===== config.mk =====
export PLATFORM = sky130hd
export DESIGN_NAME = sram_responder
export DESIGN_NICKNAME = d
export VERILOG_FILES = /design/src/rtl/sram_responder_pkg.sv /design/src/rtl/sram_beat_timer.sv /design/src/rtl/sram_responder.sv
export SDC_FILE = /design/constraint.sdc
export NUM_CORES = 1
export LEC_CHECK = 0
export CAP_MARGIN = 10
export CORE_ASPECT_RATIO = 0.8
export CORE_MARGIN = 2
export CORE_UTILIZATION = 52
export CTS_CLUSTER_SIZE = 14
export DETAILED_ROUTE_END_ITERATION = 10
export PLACE_DENSITY = 0.9
export SLEW_MARGIN = 30
export SYNTH_ARGS = -nofsm -noshare
export SYNTH_HDL_FRONTEND = slang
export SYNTH_HIERARCHICAL = 1
export SYNTH_SLANG_ARGS = --single-unit

===== constraint.sdc =====
create_clock -name clk -period 9.22 [get_ports clk]
set_clock_uncertainty 0.2 [all_clocks]
set_input_delay 1.844 -clock clk [delete_from_list [all_inputs] [get_ports clk]]
set_output_delay 1.844 -clock clk [all_outputs]
set_load 0.05 [all_outputs]

===== src/rtl/sram_responder_pkg.sv =====
// rtl/sram_responder_pkg.sv - shared FSM encodings and beat-counter sizing for sram_responder
package sram_responder_pkg;

    typedef enum logic [1:0] {
        ST_IDLE = 2'd0,
        ST_LO   = 2'd1,
        ST_HI   = 2'd2
    } state_e;

    localparam int WS_W = 4;
    // One bit wider than wait_states so that wait_states+1 = 16 still fits.
    localparam int BEAT_CNT_W = WS_W + 1;

    function automatic logic [BEAT_CNT_W-1:0] beat_load(input int ws);
        return BEAT_CNT_W'(ws + 1);
    endfunction

endpackage


===== src/rtl/sram_beat_timer.sv =====
// rtl/sram_beat_timer.sv - loadable beat down-counter with final-cycle and next-cycle write-strobe flags
module sram_beat_timer
    import sram_responder_pkg::*;
(
    input  logic                  clk,
    input  logic                  reset_n,
    input  logic                  load_i,
    input  logic                  en_i,
    input  logic [BEAT_CNT_W-1:0] load_val_i,
    output logic                  last_o,
    output logic                  strobe_we_o
);

    logic [BEAT_CNT_W-1:0] cnt_q;
    logic [BEAT_CNT_W-1:0] cnt_d;

    always_comb begin
        cnt_d = cnt_q;
        if (load_i) begin
            cnt_d = load_val_i;
        end else if (en_i && (cnt_q != '0)) begin
            cnt_d = cnt_q - 1'b1;
        end
    end

    always_ff @(posedge clk or negedge reset_n) begin
        if (!reset_n) begin
            cnt_q <= '0;
        end else begin
            cnt_q <= cnt_d;
        end
    end

    assign last_o      = (cnt_q == '0);
    // Looks one cycle ahead so the top can register we_n directly.
    assign strobe_we_o = (cnt_d != '0);

endmodule


===== src/rtl/sram_responder.sv =====
// rtl/sram_responder.sv - toggle req/ack responder running two half-word SRAM beats; option SRAM_RESPONDER_POSTED_WRITE_EN
module sram_responder
    import sram_responder_pkg::*;
#(
    parameter int abits       = 20,
    parameter int dbits       = 32,
    parameter int wait_states = 1
) (
    input  logic               clk,
    input  logic               reset_n,
    input  logic               req,
    output logic               ack,
    input  logic               we,
    input  logic [abits-1:0]   a,
    input  logic [dbits-1:0]   d,
    output logic [dbits-1:0]   q,
    output logic [abits:0]     sram_a,
    output logic               sram_ce_n,
    output logic               sram_oe_n,
    output logic               sram_we_n,
    output logic [dbits/2-1:0] dq_o,
    output logic               dq_oe,
    input  logic [dbits/2-1:0] dq_i
);

    localparam int HW = dbits / 2;

`ifdef SRAM_RESPONDER_POSTED_WRITE_EN
    localparam bit POSTED = 1'b1;
`else
    localparam bit POSTED = 1'b0;
`endif

    state_e             state_q;
    logic               ack_q;
    logic [dbits-1:0]   q_q;
    logic [abits:0]     sram_a_q;
    logic [HW-1:0]      dq_o_q;
    logic               dq_oe_q;
    logic               ce_n_q;
    logic               oe_n_q;
    logic               we_n_q;
    logic               we_q;
    logic [abits-1:0]   a_q;
    logic [dbits-1:0]   d_q;

    logic pending;
    logic beat_last;
    logic strobe_we;
    logic timer_load;

    assign pending    = (req != ack_q);
    assign timer_load = ((state_q == ST_IDLE) && pending) || ((state_q == ST_LO) && beat_last);

    sram_beat_timer u_timer (
        .clk         (clk),
        .reset_n     (reset_n),
        .load_i      (timer_load),
        .en_i        (state_q != ST_IDLE),
        .load_val_i  (beat_load(wait_states)),
        .last_o      (beat_last),
        .strobe_we_o (strobe_we)
    );

    always_ff @(posedge clk or negedge reset_n) begin
        if (!reset_n) begin
            state_q  <= ST_IDLE;
            ack_q    <= 1'b0;
            q_q      <= '0;
            sram_a_q <= '0;
            dq_o_q   <= '0;
            dq_oe_q  <= 1'b0;
            ce_n_q   <= 1'b1;
            oe_n_q   <= 1'b1;
            we_n_q   <= 1'b1;
            we_q     <= 1'b0;
            a_q      <= '0;
            d_q      <= '0;
        end else begin
            case (state_q)
                ST_IDLE: begin
                    if (pending) begin
                        we_q     <= we;
                        a_q      <= a;
                        d_q      <= d;
                        sram_a_q <= {a, 1'b0};
                        dq_o_q   <= d[HW-1:0];
                        ce_n_q   <= 1'b0;
                        oe_n_q   <= we;
                        we_n_q   <= ~(we & strobe_we);
                        dq_oe_q  <= we;
                        if (POSTED && we) begin
                            ack_q <= ~ack_q;
                        end
                        state_q  <= ST_LO;
                    end
                end
                ST_LO: begin
                    we_n_q <= ~(we_q & strobe_we);
                    if (beat_last) begin
                        if (!we_q) begin
                            q_q[HW-1:0] <= dq_i;
                        end
                        sram_a_q <= {a_q, 1'b1};
                        dq_o_q   <= d_q[dbits-1:HW];
                        state_q  <= ST_HI;
                    end
                end
                ST_HI: begin
                    if (beat_last) begin
                        if (!we_q) begin
                            q_q[dbits-1:HW] <= dq_i;
                        end
                        if (!(POSTED && we_q)) begin
                            ack_q <= ~ack_q;
                        end
                        ce_n_q  <= 1'b1;
                        oe_n_q  <= 1'b1;
                        we_n_q  <= 1'b1;
                        dq_oe_q <= 1'b0;
                        state_q <= ST_IDLE;
                    end else begin
                        we_n_q <= ~(we_q & strobe_we);
                    end
                end
                default: state_q <= ST_IDLE;
            endcase
        end
    end

    assign ack       = ack_q;
    assign q         = q_q;
    assign sram_a    = sram_a_q;
    assign sram_ce_n = ce_n_q;
    assign sram_oe_n = oe_n_q;
    assign sram_we_n = we_n_q;
    assign dq_o      = dq_o_q;
    assign dq_oe     = dq_oe_q;

endmodule


==> run_results.csv <==
group,metric,value,unit
synth,syn_area_per_cell,15.5,µm²
route,dr.pass1.iters,4,
floorplan,core,10200,µm²
placement,hpwl,7.87,mm
setup_path,cp_data_required_time,9.36,ns
route,vias_per_cell,5.18,
placement,placed_cell_area,6880,µm²
timing,maxSlewHeadroom,49.2,%
synth,async_flop_share,100,%
cts,cts_inserted_buffers,17,
synth,synth_cell_types,47,
synth,synth_top_area_cell,"dfrtp_1",
timing,maxSlewViolCount,0,
timing,period_needed,4.42,ns
route,wl_per_cell,17.7,µm
cts,cts-htree-levels,4,
route,drt-total-wl,11.6,mm
synth,yosys-top-cells-area,"dfrtp_1, mux2_2, mux2_4, ha_1, dfstp_2",
setup_path,critical_path.max_stage_delay,0.55,ns
timing,setup_viol,0,
timing,rsz0062_at_grt,"no",
cts,post-cts-setup-buffer-count,0,
global_routing,grt_pass1_vias,3691,
run,maxCapViolCount,0,
setup_path,cp.arrival,4.56,ns
placement,gp_congestion,0.814,
floorplan,start_util,52.8,%
cts,cts_root_buffer,"clkbuf_16",
synth,synthFlopType,"dfrtp_1",
layout,drive_above_1_share,37.5,%
floorplan,dieHeight,94.9,µm
timing,fin_crit_sh,47.9,%
setup_path,crit_chain,"clkdlybuf4s50_1 -> xnor2_2 -> nand2b_2 -> nand2_1 -> a211oi_1 -> a221o_2 -> or4_1 -> and3b_1 -> a31oi_1 -> mux2_2",
synth,synth_edf_count,0,
timing,worstMarginPinSlew,0.762,ns
timing,setup-tns-final,0,ns
route,drc_errors,0,
setup_path,critPathKind,"input port to register",
global_routing,grt_max_degree,62,
route,ant_nets,0,
synth,ys_warn_count,6,
cts,clk_latency,0.40,ns
outcome,status,"complete, no violations",
layout,fin_area,7460,µm²
setup_path,critPathMaxFanout,13,
cts,cts.reportedPaths.clkPinSlew,0.06,ns
placement,io_buffers,145,
setup_path,start_kind,"input port",
floorplan,ios,146,
route,vias,3376,
floorplan,die_width,118,µm
layout,nFillCells,675,
floorplan,fp.dieArea,11200,µm²
layout,n_antenna_cell,0,
synth,synth_seq_area_share,55.1,%
global_routing,grt_overflow,0,
global_routing,grt_pass1_wl,19.0,mm
layout,final_cell_mix,"clkdlybuf4s50_1, dfrtp_1, mux2_2, mux2_4, clkbuf_16",
synth,netlist_area,5370,µm²
cts,clk_path_buf_depth,2,
synth,postSynthCellCount,347,
global_routing,antenna_found_initial,0,
global_routing,track_usage,21.9,%
cts,ctsHoldBuffers,0,
synth,synth_top_area_share,53.6,%
setup_path,cpMaxStageDelayCell,"or4_1",
route,drt_iter0_markers,117,
cts,post_cts_resized,0,
hold_path,min_path_type,"register to register",
cts,clock-sinks,118,
layout,syn_to_final_growth,39.1,%
synth,ys_seq_elements,118,
timing,finalHoldViolCount,0,
timing,max_freq,226,MHz
layout,nNetsFinal,579,
floorplan,rows,33,
cts,cts_tree,"built",
layout,final_common_cell,"clkdlybuf4s50_1",
setup_path,end_kind,"register",
critical path: cells and delay by family:
kind | cells | cell delay [ns]
buffers and inverters | 1 | 0.44
XOR/XNOR | 1 | 0.21
AND/OR/NAND/NOR | 4 | 1.29
AO/OA/AOI/OAI | 3 | 0.62
multiplexers | 1 | 0.17
routing by layer:
metal / share of wire (%) / vias up / GRT usage (%)
li1: - / 1537 / -
met1: 43 / 1702 / 26.5
met2: 48 / 129 / 36.5
met3: 8.0 / 8 / 9.00
met4: 0.53 / 0 / 6.53
met5: 0 / - / 0
sequential cells by signal, indices dropped and copies added (netlist names):
name	cells
sram_a	21
state_q	2
ack	1
a_q	20
sram_oe_n	1
q	32
dq_oe	1
sram_ce_n	1
we_q	1
sram_we_n	1
d_q	16
dq_o	16
u_timer/cnt_q	5
logic make-up after synthesis:
| kind of cell | Yosys count | synth area share (%) |
|---|---|---|
| compound gates | 22 | 3.40 |
| xor+xnor | 3 | 0.630 |
| fa+ha+maj | 8 | 1.87 |
| buf+inv | 27 | 3.57 |
| flops | 118 | 55.1 |
| mux | 144 | 32.6 |
| other cells | 2 | 0.140 |
| simple gates | 23 | 2.73 |
final timing paths:
| check | from | endpoint | slack (ns) | depth (start not counted) |
|---|---|---|---|---|
| hold reg to reg | sram_a[5]$_DFFE_PN0P_ | sram_a[5]$_DFFE_PN0P_ | 0.29 | 1 |
| max in group asynchronous | reset_n | sram_a[14]$_DFFE_PN0P_ | 6.28 | 2 |
| min in group asynchronous | reset_n | q[29]$_DFFE_PN0P_ | 1.29 | 1 |
| hold / removal | sram_a[5]$_DFFE_PN0P_ | sram_a[5]$_DFFE_PN0P_ | 0.29 | 1 |
| setup / recovery | req | sram_we_n$_DFFE_PN1P_ | 4.80 | 10 |
| setup reg to reg | u_timer/cnt_q[0]$_DFF_PN0_ | sram_we_n$_DFFE_PN1P_ | 5.56 | 12 |
final cells by class:
type	instances	area [µm²]	area share, %
flip-flops and latches	118	2960	39.6
multi-input cells	205	2240	30.1
repair buffers	148	1470	19.7
clock buffers	17	425	5.70
well taps	140	175	2.35
clock inverters	15	155	2.08
inverters	9	33.8	0.453
stage by stage:
step / hold slack [ns] / instances / utilization (%) / setup WS, ns
global route: 0.310 / 652 / 73.5 / 4.67
finish: 0.290 / 652 / 73.5 / 4.80
detailed placement: 0.278 / 620 / 67.8 / 4.42
floorplan: 0.274 / 350 / - / 4.97
CTS: 0.294 / 652 / 73.5 / 4.84
global placement: 0.269 / 620 / 67.7 / 4.50
Yosys cell counts (all sizes together), types with 2 or more instances:
library cell,instances
mux2,143
dfrtp,115
buf,13
nand2,10
inv,9
ha,8
clkbuf,5
a21oi,4
o31ai,4
dfstp,3
and3,2
conb,2
nand2b,2
o21ai,2
o22a,2
xnor2,2
Power is not shown: default switching activity piles up to over one toggle a cycle in this logic, so the estimate is an artifact.
